$ cat src/rtl/md_operand_sequencer_if.sv
// Handshake/data bundle between the multiply/divide sequencer and the
// digit-serial operand/quotient register.
interface md_operand_sequencer_if #(
    parameter int WORD  = 26,
    parameter int DIGIT = 2
);
    logic             start;
    logic             mode;
    logic [WORD-1:0]  operand;
    logic             step;
    logic [DIGIT-1:0] qdig;
    logic [5:0]       md;
    logic             busy;
    logic             done;
    logic [WORD-1:0]  result;
    logic [3:0]       steps_left;
    logic             step_err;

    modport master (
        output start, mode, operand, step, qdig,
        input  md, busy, done, result, steps_left, step_err
    );

    modport slave (
        input  start, mode, operand, step, qdig,
        output md, busy, done, result, steps_left, step_err
    );
endinterface

$ cat src/rtl/md_operand_sequencer.sv
// Digit-serial operand shifter and quotient assembler for the multiply/divide
// datapath: retires DIGIT bits per STEP and exposes a 6-bit operand window.
module md_operand_sequencer #(
    parameter int WORD  = 26,
    parameter int DIGIT = 2,
    parameter int STEPS = 13
) (
    input  logic                   clk,
    input  logic                   rst,
    md_operand_sequencer_if.slave  bus
);

    typedef enum logic [1:0] {
        IDLE = 2'd0,
        RUN  = 2'd1,
        FIN  = 2'd2
    } state_t;

    state_t          state_r;
    state_t          state_nxt_s;

    logic [WORD-1:0] sr_r;
    logic [WORD-1:0] sr_nxt_s;
    logic [WORD-1:0] qr_r;
    logic [WORD-1:0] qr_nxt_s;
    logic [3:0]      cnt_r;
    logic [3:0]      cnt_nxt_s;
    logic            mode_r;
    logic            mode_nxt_s;
    logic            step_err_r;
    logic            step_err_nxt_s;
    logic [WORD-1:0] result_r;
    logic [WORD-1:0] result_nxt_s;

    logic [5:0]      md_r;
    logic            busy_r;
    logic            done_r;
    logic [3:0]      steps_left_r;

    // State register
    always_ff @(posedge clk or posedge rst) begin
        if (rst) begin
            state_r <= IDLE;
        end else begin
            state_r <= state_nxt_s;
        end
    end

    // Next-state and datapath next values; everything holds unless updated
    always_comb begin
        state_nxt_s    = state_r;
        sr_nxt_s       = sr_r;
        qr_nxt_s       = qr_r;
        cnt_nxt_s      = cnt_r;
        mode_nxt_s     = mode_r;
        step_err_nxt_s = step_err_r;
        result_nxt_s   = result_r;

        case (state_r)
            IDLE: begin
                // START wins over a coincident STEP, which is then neither
                // applied nor flagged.
                if (bus.start) begin
                    sr_nxt_s       = bus.operand;
                    qr_nxt_s       = {WORD{1'b0}};
                    cnt_nxt_s      = 4'(STEPS);
                    mode_nxt_s     = bus.mode;
                    step_err_nxt_s = 1'b0;
                    state_nxt_s    = RUN;
                end else if (bus.step) begin
                    step_err_nxt_s = 1'b1;
                end else begin
                    step_err_nxt_s = step_err_r;
                end
            end

            RUN: begin
                if (bus.step) begin
                    if (mode_r) begin
                        sr_nxt_s = sr_r >> DIGIT;
                        qr_nxt_s = {qr_r[WORD-DIGIT-1:0], bus.qdig};
                    end else begin
                        sr_nxt_s = WORD'($signed(sr_r) >>> DIGIT);
                        qr_nxt_s = qr_r;
                    end
                    cnt_nxt_s = cnt_r - 4'd1;
                    // RESULT captures the quotient including the final digit
                    if (cnt_r == 4'd1) begin
                        state_nxt_s  = FIN;
                        result_nxt_s = mode_r ? qr_nxt_s : {WORD{1'b0}};
                    end else begin
                        state_nxt_s  = RUN;
                    end
                end else begin
                    state_nxt_s = RUN;
                end
            end

            FIN: begin
                state_nxt_s = IDLE;
                if (bus.step) begin
                    step_err_nxt_s = 1'b1;
                end else begin
                    step_err_nxt_s = step_err_r;
                end
            end

            default: begin
                state_nxt_s = IDLE;
            end
        endcase
    end

    // Datapath registers
    always_ff @(posedge clk or posedge rst) begin
        if (rst) begin
            sr_r       <= {WORD{1'b0}};
            qr_r       <= {WORD{1'b0}};
            cnt_r      <= 4'd0;
            mode_r     <= 1'b0;
            step_err_r <= 1'b0;
            result_r   <= {WORD{1'b0}};
        end else begin
            sr_r       <= sr_nxt_s;
            qr_r       <= qr_nxt_s;
            cnt_r      <= cnt_nxt_s;
            mode_r     <= mode_nxt_s;
            step_err_r <= step_err_nxt_s;
            result_r   <= result_nxt_s;
        end
    end

    // Status outputs registered from next-state values so they align with state
    always_ff @(posedge clk or posedge rst) begin
        if (rst) begin
            md_r         <= 6'd0;
            busy_r       <= 1'b0;
            done_r       <= 1'b0;
            steps_left_r <= 4'd0;
        end else begin
            md_r         <= (state_nxt_s == RUN) ? sr_nxt_s[5:0] : 6'd0;
            busy_r       <= (state_nxt_s == RUN);
            done_r       <= (state_nxt_s == FIN);
            steps_left_r <= (state_nxt_s == RUN) ? cnt_nxt_s : 4'd0;
        end
    end

    assign bus.md         = md_r;
    assign bus.busy       = busy_r;
    assign bus.done       = done_r;
    assign bus.result     = result_r;
    assign bus.steps_left = steps_left_r;
    assign bus.step_err   = step_err_r;

endmodule

$ cat src/flat_wrapper.sv
// flat-port wrapper written by rule: the top's interface ports become plain ports
module md_operand_sequencer_flat 
#(
    parameter int WORD  = 26,
    parameter int DIGIT = 2,
    parameter int STEPS = 13
)
  (clk, rst, bus_start, bus_mode, bus_operand, bus_step, bus_qdig, bus_md, bus_busy, bus_done, bus_result, bus_steps_left, bus_step_err);
  md_operand_sequencer_if #(.WORD(WORD), .DIGIT(DIGIT)) bus_i ();
  input  logic clk;
  input  logic rst;
  input wire logic [$bits(bus_i.start)-1:0] bus_start;
  input wire logic [$bits(bus_i.mode)-1:0] bus_mode;
  input wire logic [$bits(bus_i.operand)-1:0] bus_operand;
  input wire logic [$bits(bus_i.step)-1:0] bus_step;
  input wire logic [$bits(bus_i.qdig)-1:0] bus_qdig;
  output wire logic [$bits(bus_i.md)-1:0] bus_md;
  output wire logic [$bits(bus_i.busy)-1:0] bus_busy;
  output wire logic [$bits(bus_i.done)-1:0] bus_done;
  output wire logic [$bits(bus_i.result)-1:0] bus_result;
  output wire logic [$bits(bus_i.steps_left)-1:0] bus_steps_left;
  output wire logic [$bits(bus_i.step_err)-1:0] bus_step_err;
  assign bus_i.start = bus_start;
  assign bus_i.mode = bus_mode;
  assign bus_i.operand = bus_operand;
  assign bus_i.step = bus_step;
  assign bus_i.qdig = bus_qdig;
  assign bus_md = bus_i.md;
  assign bus_busy = bus_i.busy;
  assign bus_done = bus_i.done;
  assign bus_result = bus_i.result;
  assign bus_steps_left = bus_i.steps_left;
  assign bus_step_err = bus_i.step_err;
  md_operand_sequencer #(.WORD(WORD), .DIGIT(DIGIT), .STEPS(STEPS)) u_core (.clk(clk), .rst(rst), .bus(bus_i));
endmodule
$ cat config.mk
export PLATFORM = sky130hd
export DESIGN_NAME = md_operand_sequencer_flat
export DESIGN_NICKNAME = d
export VERILOG_FILES = /design/src/rtl/md_operand_sequencer_if.sv /design/src/rtl/md_operand_sequencer.sv /design/src/flat_wrapper.sv
export SDC_FILE = /design/constraint.sdc
export NUM_CORES = 1
export LEC_CHECK = 0
export CORE_MARGIN = 4
export CORE_UTILIZATION = 45
export DETAILED_ROUTE_END_ITERATION = 8
export MAX_ROUTING_LAYER = met4
export PLACE_DENSITY = 0.7
export SLEW_MARGIN = 40
export SYNTH_ARGS = -nofsm -noshare
export SYNTH_HDL_FRONTEND = slang
export SYNTH_SLANG_ARGS = --single-unit
export TNS_END_PERCENT = 5
$ cat constraint.sdc
create_clock -name clk -period 3.9 [get_ports clk]
set_input_delay 0.975 -clock clk [delete_from_list [all_inputs] [get_ports clk]]
set_output_delay 0.975 -clock clk [all_outputs]
set_load 0.01 [all_outputs]
* Word-level counts from Yosys, hierarchy flattened *
Index checks and enable logic that the tools add are counted.
Widths: inputs -> output; s select.

cells by class
  add/subtract/negate cells = 1
  equal/unequal tests = 8
  mux-type cells = 21
  reductions and logical operators = 7

operators with widths
  cell                 number
  $mux 26              7
  $pmux 26 s2          2
  $mux 4               3
  $pmux 4 s2           1
  $mux 2               3
  $mux 6               1
  $reduce_and 3->1     2
  $eq 2x1->1 const B   2
  $eq 2x2->1 const B   2
  $eq 4x1->1 const B   1
  $ne 2x2->1 const B   2
  $pmux 2 s2           1
  $reduce_and 4->1     1
  $reduce_bool 2->1    2
  $sub 4x1->4 const B  1
  $logic_not 2->1      1
  $mux 1               2
  $ne 2x1->1 const B   1
  $pmux 1 s2           1
  $reduce_and 2->1     1

word-level totals
  bits of input ports = 33
  logic and storage cells = 50
  bits in registers = 98

* Longest topological paths before layout *
Gate-level depths: netlist of the first run.

  depth after elaboration = 6
  mapped depth = 8
  mapped depth without buffers = 6

* Least setup slack after synthesis of the first run *
OpenSTA, ideal clock, no wires.

  kind = input-to-reg
  start point = input port bus_step
  end point = register u_core.result_r[0] (netlist: u_core.bus.result[0])
  data arrival time = 1.930 ns
  data required time = 3.773 ns
  setup time = 0.127 ns
  path slack = 1.843 ns
  stages on the path = 6
  path through = nand4bb_1 -> buf_4 -> or2_1 -> buf_4 -> inv_2 -> mux2_1

between the ends
  cells in the longest elaborated chain, start to end = 1

ends and longest elaborated chain
  item                               RTL line                     text
  start: declaration                 flat_wrapper.sv:15           input wire logic [$bits(bus_i.step)-1:0] bus_step;
  $reduce_and 3->1 (no source line)  -
  end signal: assignment             md_operand_sequencer.sv:122  result_r <= {WORD{1'b0}};
  end signal: assignment             md_operand_sequencer.sv:129  result_r <= result_nxt_s;
  end: declaration                   md_operand_sequencer.sv:32   logic [WORD-1:0] result_r;

No other way between the ends.
A chain may end at the register's enable or synchronous reset.

* Final worst setup path of the first run *
  start point = input port bus_step
  end point = register u_core.sr_r[21]

between the ends
  cells in the longest elaborated chain, start to end = 2

ends and longest elaborated chain
  item                               RTL line                     text
  $ne 2x2->1 (no source line)        -
  $reduce_and 3->1 (no source line)  -
  end signal: assignment             md_operand_sequencer.sv:117  sr_r <= {WORD{1'b0}};
  end signal: assignment             md_operand_sequencer.sv:124  sr_r <= sr_nxt_s;
  end: declaration                   md_operand_sequencer.sv:22   logic [WORD-1:0] sr_r;

No other way between the ends.

==> metrics.md, run 1 <==
| Metric | Value |
|---|---|
| ANT nets after route | 0 |
| Most common cell after layout, fill and taps aside | dfrtp_1 |
| Fin crit period | between 2 and 3 ns |
| Cell area after synthesis | 0.00403 sq mm |
| Hold Crit Class | flip-flop to flip-flop |
| Pre-CTS setup slack | just under 0.8 ns |
| Tot Pwr | approximately 3.4 mW |
| Syn Nets | 389 |
| Fill cell count | between 700 and 800 |
| Num rows | 34 |
| Register area | about 0.0024 sq mm |
| Iter 0 DRT Violations | 160 |
| First drt pass iteration count | 4 |
| Clock skew | 0.0102 ns |
| Leakage | around 2.3 nW |
| Worst-Skew Late Latency | between 0.3 and 0.4 ns |
| Finished layout cell area | approximately 0.0050 sq mm |
| Final HPWL DP | 5510 um |
| CTS tree | built |
| Startpoint Class | input pin |
| Critical path endpoint category | flip-flop |
| Post-synthesis register bit count | between 90 and 100 |
| Clock sink total | 96 |
| Final net count | around 450 |
| Sequential area share after synthesis | 0.596 |
| Fmax | between 300 and 400 MHz |
| Die width | 103 um |
| WHS Path Cells | 1 |
| Final GP Congestion | 0.828 |
| Ranking of synthesized cells by area | dfrtp_1 (60%), a22o_1 (9.3%), o21ai_0 (5.1%), a21o_1 (4.5%), nand2_1 (3.1%) |
| Fraction of registers with async set or reset after synthesis | 1.00 |
| Worst Tran Pin Value | 0.743 ns |
| Synth top area share | 0.596 |
| Final Slew Violations | 0 |
| Drt via density | around 5.5 |
| Root Driver | clkbuf_8 |
| Worst endpoint required time | 4.19 ns |
| CORE AREA | ~0.0087 sq mm |
| Syn. warnings | 0 |
| Die area | roughly 0.011 sq mm |
| Routed WL per cell | between 15 and 20 um |
| IO Count | 72 |
| Area growth syn-to-layout | 24.9% |
| Arr. time, crit path | 3.08 ns |
| Layout cell share with drive strength beyond 1 | 0.0742 |
| Cell taking the most area after synthesis | dfrtp_1 |
| Initial Util | 0.462 |
| Residual DRC | 0 |
| Final Util | 0.577 |
| Grt ovf | 0 |
| Largest net degree at the start of global routing | 50 |
| H-tree Lvls | 3 |
| Status | finished, final reports clean |
| Main flop type after synthesis | dfrtp_1 |
| PwrDens | 675 mW/mm^2 |
| Initial antenna violation count | 0 |
| Final WS setup | roughly 1.1 ns |
| Crit-path max FO | 18 |
| CTS clk-pin slew, worst paths | 0.10 ns |
| Post_cts resized | 0 |
| Hold buffers post-CTS | 0 |
| Post-CTS Setup Inserts | 0 |
| Finish-stage setup viols | 0 |
| Tcrit/Tclk final | 0.715 |
| Die height | 103 um |
| Hold Fails Final Rpt | 0 |
| Highest-count cells in the layout ignoring fill and taps | dfrtp_1 (95), clkdlybuf4s50_1 (71), a22o_1 (43), o21ai_0 (41), nand2_1 (33) |
| Final setup TNS | 0 ns |
| Total track usage | 0.177 |
| Worst VDD drop | 0.279 mV |
| Ant diodes | 0 |
| Via count | a little under 3000 |
| CTS Buf Count | 9 |
| Unrepaired setup endpoints after global routing | false |
| Post-Route WL | roughly 8400 um |
| Post-synth EDFFs | 0 |
| Vias in the first global route | 2753 |
| First-pass GRT wire length | 14200 um |
| Port Buf Inserts | 71 |
| Cell variety after synth | 37 |
| Relative slew margins | 0.504 |
| Max Cap Viol | 0 |
| Area used by multi-input combinational logic | about 0.0014 sq mm |
| R2R depth | 5 |
| Syn_area_per_cell | 11.4 sq um |
| Crit Path Class | input pin to flip-flop |
| Cells after Synth | around 350 |
| Post-Place Cell Area | 0.00477 sq mm |
| Clock Tree Buf Depth | 2 |
-- logic make-up after synthesis --
family | count (synthesis) | share of synthesized area
buffers and inverters | 37 | 0.0500
xor gates and xnor gates | 1 | 0.00217
and+or+nand+nor | 68 | 0.0900
adders and majority gates | 2 | 0.00621
muxes | 6 | 0.0161
AOI/OAI and AO/OA | 144 | 0.239
DFF | 96 | 0.596
-- critical path, cell delays in order --
cell             delay (ns)
clkdlybuf4s50_1        0.58
buf_4                  0.26
mux2i_1                0.47
or2_1                  0.59
a21o_1                 0.20
-- final cells by class --
type	count	share of cell area
clock buffers	11	0.0301
clock inverters	5	0.0204
inverters	8	0.00646
multi-input cells	221	0.286
flip-flops and latches	96	0.478
well taps	108	0.0268
repair buffers	77	0.153
-- synth_stat cells (2+ instances only) --
cell type,n
a21oi_1,10
dfrtp_1,96
o21ai_1,20
mux2i_1,2
and3_1,3
nor2b_1,3
and2_1,3
nand3_1,6
ha_1,2
inv_1,7
a21o_1,24
or2_1,2
buf_2,11
nor2_1,2
a22o_1,43
nand2_1,33
nand3b_1,7
o21ai_0,41
mux2_1,3
buf_4,3
buf_6,5
clkbuf_1,10
nand2b_1,4
-- power by group --
part | switching (mW) | total, mW | internal [mW] | leakage [nW]
Combinational | 0.491 | 1.02 | 0.529 | 0.953
Sequential | 0.271 | 1.58 | 1.31 | 1.27
Clock | 0.340 | 0.800 | 0.460 | 0.126
Total | 1.10 | 3.40 | 2.30 | 2.35
-- routing by layer --
metal,GRT usage,routed length [um],vias up
met2,0.245,3920,71
met1,0.260,3980,1449
li1,-,-,1385
met4,0.0575,99,0
met3,0.0379,415,7
met5,-,0,-
-- through the flow --
step / std cells / hold slack [ns]
4_1_cts: 526 / 0.487
6_report: 526 / 0.483
3_3_place_gp: 510 / 0.459
2_1_floorplan: 354 / 0.449
3_5_place_dp: 510 / 0.465
5_1_grt: 526 / 0.500
-- flip-flops by register name (all words and copies together) (netlist names) --
name	flops
u_core.bus.step_err	1
u_core.sr_r	26
u_core.state_r	2
u_core.bus.md	6
u_core.qr_r	24
u_core.bus.steps_left	4
u_core.bus.done	1
u_core.bus.result	26
u_core.bus.busy	1
u_core.mode_r	1
u_core.cnt_r	4
-- final timing paths --
check	from	to	slack, ns
worst min register to register	u_core.sr_r[16]	u_core.sr_r[16]	0.48
worst min-delay path	u_core.sr_r[16]	u_core.sr_r[16]	0.48
min in group asynchronous	rst	u_core.bus.result[6]	1.04
worst max register to register	u_core.state_r[1]	u_core.bus.result[0]	1.64
worst max-delay path	bus_step	u_core.sr_r[21]	1.11
max in group asynchronous	rst	u_core.bus.result[24]	2.21
Power figures use the tool's default switching activity.
==> run 2, diff against run 1 <==
- clock period: 3.9 -> 2.65 ns (I/O delays scaled with it)
==> run 2 against run 1 <==
  * Worst setup slack got worse by 0.52 ns
  * Highest routed layer unchanged
  * Utilization is 0.49 points lower
  * Die area stayed put
  * Routed wire length decreased by 2.8%
  * Global-route usage decreased by 0.46 points
  * Combinational power grew 54%
  * Sequential power up 42%
  * Non-clock buffer count increased by 5
  * Worst hold slack improved by 0.0023 ns
  * Clock skew increased by 0.0021 ns
==> metrics.md, run 2 (synthesized netlist as in run 1, its figures left out) <==
| Metric | Value |
|---|---|
| Status | finished, final reports clean (unchanged) |
| IO Count | 72 (unchanged) |
| R2R depth | 3 (was 5) |
| H-tree Lvls | 3 (unchanged) |
| Routed WL per cell | 15.4 um (was 16.0 um) |
| WHS Path Cells | 1 (unchanged) |
| Tcrit/Tclk final | 0.779 |
| Drt via density | 5.50 (was 5.54) |
| Final Slew Violations | 0 (unchanged) |
| Top Usage Layer GRT | met1 (unchanged) |
| Die height | 103 um (unchanged) |
| Final HPWL DP | 5350 um (was 5510 um) |
| Finish-stage setup viols | 0 (unchanged) |
| Routing usage on met1 | 0.255 (was 0.260) |
| Area growth syn-to-layout | 23.8% (was 24.9%) |
| Hold Crit Class | flip-flop to flip-flop (unchanged) |
| CTS Buf Count | 9 (unchanged) |
| Hold Fails Final Rpt | 0 (unchanged) |
| Die area | 0.0105 sq mm (unchanged) |
| GR met2 Demand/Resource | 0.238 (was 0.245) |
| Post-Place Cell Area | 0.00481 sq mm (was 0.00477 sq mm) |
| Residual DRC | 0 (unchanged) |
| Fmax | 485 MHz |
| CTS clk-pin slew, worst paths | 0.09 ns (was 0.10 ns) |
| Max Cap Viol | 0 (unchanged) |
| Startpoint Class | input pin (unchanged) |
| Relative slew margins | 0.485 (was 0.504) |
| Clock Tree Buf Depth | 2 (unchanged) |
| Final net count | 453 (was 448) |
| Worst Tran Pin Value | 0.772 ns (was 0.743 ns) |
| Leakage | 2.33 nW (was 2.35 nW) |
| Ant diodes | 0 (unchanged) |
| Clock skew | 0.0123 ns (was 0.0102 ns) |
| Worst-Skew Late Latency | 0.35 ns (was 0.36 ns) |
| Layout cell share with drive strength beyond 1 | 0.0782 (was 0.0742) |
| Post-CTS Setup Inserts | 0 (unchanged) |
| Met3 GRT Util | 0.0277 (was 0.0379) |
| Pre-CTS setup slack | 0.233 ns (was 0.779 ns) |
| ANT nets after route | 0 (unchanged) |
| Num rows | 34 (unchanged) |
| First-pass GRT wire length | 13900 um (was 14200 um) |
| Critical R2R Launch | u_core.state_r[0] (was u_core.state_r[1]) |
| Arr. time, crit path | 2.30 ns (was 3.08 ns) |
| CORE AREA | 0.00872 sq mm (unchanged) |
| Via count | 2914 (was 2912) |
| First drt pass iteration count | 4 (unchanged) |
| Worst VDD drop | 0.362 mV (was 0.279 mV) |
| Port Buf Inserts | 71 (unchanged) |
| Highest-count cells in the layout ignoring fill and taps | dfrtp_1 (96), clkdlybuf4s50_1 (71), a22o_1 (43), o21ai_0 (41), nand2_1 (33) (was dfrtp_1 (95), clkdlybuf4s50_1 (71), a22o_1 (43), o21ai_0 (41), nand2_1 (33)) |
| Crit Path Class | input pin to flip-flop (unchanged) |
| Finished layout cell area | 0.00499 sq mm (was 0.00503 sq mm) |
| Post-Route WL | 8180 um (was 8420 um) |
| Largest net degree at the start of global routing | 97 (was 50) |
| CTS tree | built (unchanged) |
| Fin crit period | ~2.1 ns |
| Critical path endpoint category | flip-flop (unchanged) |
| Reg2reg end | u_core.qr_r[4] (was u_core.bus.result[0]) |
| Clock sink total | 96 (unchanged) |
| Root Driver | clkbuf_8 (unchanged) |
| Most common cell after layout, fill and taps aside | dfrtp_1 (unchanged) |
| Initial Util | 0.462 (unchanged) |
| Hold_sp | u_core.sr_r[14] (was u_core.sr_r[16]) |
| Initial antenna violation count | 0 (unchanged) |
| Total track usage | 0.173 (was 0.177) |
| Hold buffers post-CTS | 0 (unchanged) |
| Worst endpoint required time | 2.89 ns (was 4.19 ns) |
| Worst Hold End | u_core.sr_r[14] (was u_core.sr_r[16]) |
| Final setup TNS | 0 ns (unchanged) |
| Crit-path max FO | 18 (unchanged) |
| Setup slack, reg-to-reg | 0.68 ns (was 1.64 ns) |
| Iter 0 DRT Violations | 109 (was 160) |
| Vias in the first global route | 2796 (was 2753) |
| Grt ovf | 0 (unchanged) |
| Unrepaired setup endpoints after global routing | false (unchanged) |
| PwrDens | 943 mW/mm^2 (was 675 mW/mm^2) |
| Final GP Congestion | 0.815 (was 0.828) |
| Die width | 103 um (unchanged) |
| Final Util | 0.572 (was 0.577) |
| Final hold slack | 0.485 ns (was 0.483 ns) |
| Final WS setup | 0.587 ns (was 1.11 ns) |
| Post_cts resized | 0 (unchanged) |
==> run 2: cell count changes in the layout (fill, tap and decap cells not counted), sizes merged <==
cell | before | now
bufinv | 3 | 0
clkinvlp | 1 | 3
buf | 6 | 11
==> run 2: area by class of cell <==
type / instances / area [sq um]
Sequential cell: 96 / 2400
Fill cell: 723 / 3730
Multi-Input combinational cell: 221 / 1430
Clock buffer: 11 / 151
Clock inverter: 4 / 28.8
Tap cell: 108 / 135
Timing Repair Buffer: 82 / 806
Inverter: 8 / 33.8
==> run 2: metal layers <==
metal	vias up	routed length (um)
met5	-	0
met4	0	130
met3	11	400
met2	71	3700
met1	1437	3950
li1	1395	-
==> run 2: worst max-delay path by stage <==
stage | startpoint | endpoint | slack (ns)
floorplan | rst | u_core.bus.busy | 0.85
global placement | bus_start | u_core.sr_r[25] | 0.20
global route | u_core.state_r[0] | u_core.qr_r[4] | 0.47
finish | bus_step | u_core.sr_r[20] | 0.59
CTS | bus_step | u_core.sr_r[20] | 0.59
detailed placement | bus_step | u_core.sr_r[6] | 0.23
==> run 2: metrics by stage <==
stage               std cells  power (mW)
floorplan                 354        3.32
global placement          515        3.80
detailed placement        515        3.86
CTS                       530        4.74
global route              530        5.05
finish                    530        4.71
==> run 2: where the power goes <==
| part | switching (mW) | internal, mW |
|---|---|---|
| Sequential | 0.325 | 1.93 |
| Clock | 0.495 | 0.390 |
| Combinational | 0.778 | 0.793 |
| Total | 1.60 | 3.11 |
==> run 2: critical path, stage by stage <==
cell,delay [ns]
clkdlybuf4s50_1,0.54
buf_4,0.23
mux2i_1,0.11
or2_1,0.48
a21o_1,0.27
==> run 3, diff against run 2 <==
- clock period: 2.65 -> 1.9 ns (I/O delays scaled with it)
==> run 3 against run 2 <==
  * Cell count grew 3.0%
  * Via count increased by 1.9%
  * Critical path depth fell by 4
  * Global-route usage is 0.59 points higher
  * First-iteration DRC count grew 9.2%
  * Worst hold slack worse by 0.039 ns
  * Sequential power rose by 39%
  * Highest routed layer unchanged
==> metrics.md, run 3 (synthesized netlist as in run 1, its figures left out) <==
| Metric | Value |
|---|---|
| Fmax | between 500 and 600 MHz |
| Clock sink total | 96 (unchanged) |
| H-tree Lvls | 3 (unchanged) |
| Hold Fails Final Rpt | 0 (unchanged) |
| Finished layout cell area | 0.00516 sq mm (was 0.00499 sq mm) |
| Fin crit period | between 1.5 and 2 ns |
| Routing usage on met1 | 0.249 (was 0.255) |
| Buf/Inv on CP | 1 (was 2) |
| Combinational Power Share | 0.361 (was 0.334) |
| Worst VDD drop | 0.597 mV (was 0.362 mV) |
| Post-Route WL | 8390 um (was 8180 um) |
| Layout cell share with drive strength beyond 1 | 0.107 (was 0.0782) |
| Fill cell count | 730 (was 723) |
| Iter 0 DRT Violations | 119 (was 109) |
| CTS clk-pin slew, worst paths | 0.08 ns (was 0.09 ns) |
| Max Cap Viol | 0 (unchanged) |
| Highest-count cells in the layout ignoring fill and taps | dfrtp_1 (96), clkdlybuf4s50_1 (71), a22o_1 (43), o21ai_0 (41), nand2_1 (33) (unchanged) |
| CP delay by family, top | buffers and inverters (unchanged) |
| Post_cts resized | 0 (unchanged) |
| CORE AREA | 0.00872 sq mm (unchanged) |
| Grt ovf | 0 (unchanged) |
| PwrDens | 1320 mW/mm^2 (was 943 mW/mm^2) |
| Crit-path max FO | 2 (was 18) |
| Worst endpoint required time | 1.42 ns (was 2.89 ns) |
| Status | finished, final reports clean (unchanged) |
| Vias in the first global route | 2843 (was 2796) |
| Post-Place Cell Area | 0.00498 sq mm (was 0.00481 sq mm) |
| Hold Crit Class | input pin to asynchronous set/reset pin (was flip-flop to flip-flop) |
| First-pass GRT wire length | 14200 um (was 13900 um) |
| Final GP Congestion | 0.813 (was 0.815) |
| Fin cells | 546 (was 530) |
| Root Driver | clkbuf_8 (unchanged) |
| CTS Buf Count | 9 (unchanged) |
| CP max stage delay | 0.56 ns (was 0.54 ns) |
| Final HPWL DP | 5850 um (was 5350 um) |
| Die area | 0.0105 sq mm (unchanged) |
| Area used by multi-input combinational logic | 0.00143 sq mm (about the same) |
| Initial antenna violation count | 0 (unchanged) |
| First drt pass iteration count | 4 (unchanged) |
| Drt via density | 5.44 (was 5.50) |
| Routed WL per cell | 15.4 um (about the same) |
| CTS tree | built (unchanged) |
| Worst path cell trace | clkdlybuf4s50_1 (was clkdlybuf4s50_1 -> buf_4 -> mux2i_1 -> or2_1 -> a21o_1) |
| Final Slew Violations | 0 (unchanged) |
| Die width | 103 um (unchanged) |
| Total track usage | 0.178 (was 0.173) |
| IO Count | 72 (unchanged) |
| Tot Pwr | 6.81 mW (was 4.71 mW) |
| Register area | 0.00240 sq mm (unchanged) |
| Finish-stage setup viols | 0 (unchanged) |
| Clock skew | 0.00802 ns (was 0.0123 ns) |
| Crit Path Class | flip-flop to output pin (was input pin to flip-flop) |
| Arr. time, crit path | 1.30 ns (was 2.30 ns) |
| Slowest CP cell | clkdlybuf4s50_1 (unchanged) |
| Relative slew margins | 0.733 (was 0.485) |
| NetSw | 2.24 mW (was 1.60 mW) |
| Area growth syn-to-layout | 28.1% (was 23.8%) |
| Internal | 4.56 mW (was 3.11 mW) |
| Final net count | 468 (was 453) |
| Placed insts | 530 (was 515) |
| Worst-Skew Late Latency | 0.35 ns (about the same) |
| Hold buffers post-CTS | 0 (unchanged) |
| Most common cell after layout, fill and taps aside | dfrtp_1 (unchanged) |
| GR met2 Demand/Resource | 0.260 (was 0.238) |
| Net Sw Frac | 0.330 (was 0.339) |
| Startpoint Class | flip-flop (was input pin) |
| Clock group share of total power | 0.181 (was 0.188) |
| Clock Tree Buf Depth | 2 (unchanged) |
| Num rows | 34 (unchanged) |
| Post-CTS Setup Inserts | 0 (unchanged) |
| Leakage | 2.43 nW (was 2.33 nW) |
| Via count | 2968 (was 2914) |
| Initial Util | 0.462 (unchanged) |
| Largest net degree at the start of global routing | 34 (was 97) |
| Residual DRC | 0 (unchanged) |
| Worst Tran Pin Value | 0.399 ns (was 0.772 ns) |
| Critical path endpoint category | output pin (was flip-flop) |
| Met3 GRT Util | 0.0521 (was 0.0277) |
| Top Usage Layer GRT | met2 (was met1) |
| Reg power frac | 0.458 (was 0.478) |
| Die height | 103 um (unchanged) |
| ANT nets after route | 0 (unchanged) |
| Tcrit/Tclk final | 0.936 |
| Unrepaired setup endpoints after global routing | false (unchanged) |
| Ant diodes | 0 (unchanged) |
| Port Buf Inserts | 71 (unchanged) |
[run 3: through the flow]
step                setup slack, ns  setup TNS [ns]  hold slack (ns)   util
floorplan                     0.197               0            0.449      -
global placement            -0.0535           -1.58            0.458  0.571
detailed placement           -0.116           -3.60            0.465  0.571
CTS                           0.105               0            0.444  0.592
global route                 0.0512               0            0.446  0.592
finish                        0.122               0            0.446  0.592
[run 3: area by class of cell]
class	count	share of cell area
Clock inverter	2	0.00242
Timing Repair Buffer	97	0.190
Inverter	8	0.00654
Sequential cell	96	0.465
Tap cell	108	0.0262
Clock buffer	14	0.0334
Multi-Input combinational cell	221	0.276
[run 3: path summary, 6_finish.rpt]
check	end	slack, ns	startpoint	cells after the start
max	bus_result[23]	0.12	u_core.bus.result[23]	1
min	u_core.bus.result[7]	0.45	rst	2
max reg2reg	u_core.bus.md[1]	0.27	u_core.cnt_r[1]	7
min reg2reg	u_core.sr_r[10]	0.48	u_core.sr_r[10]	1
max in group asynchronous	u_core.sr_r[5]	0.99	rst	3
min in group clk	u_core.sr_r[10]	0.48	u_core.sr_r[10]	1
[run 3: power groups by stage]
stage                     registers [mW]  logic [mW]  clock network (mW)
after floorplan                     3.11        1.51                   0
after global placement              3.13        2.40                   0
after detailed placement            3.15        2.47                   0
after CTS                           3.12        2.48                1.28
after global routing                3.21        2.72                1.38
final                               3.12        2.45                1.23
[run 3: per-layer routing]
| metal | wire [um] | up-vias |
|---|---|---|
| met1 | 3920 | 1460 |
| li1 | - | 1429 |
| met3 | 431 | 4 |
| met2 | 3970 | 75 |
| met4 | 63 | 0 |
| met5 | 0 | - |
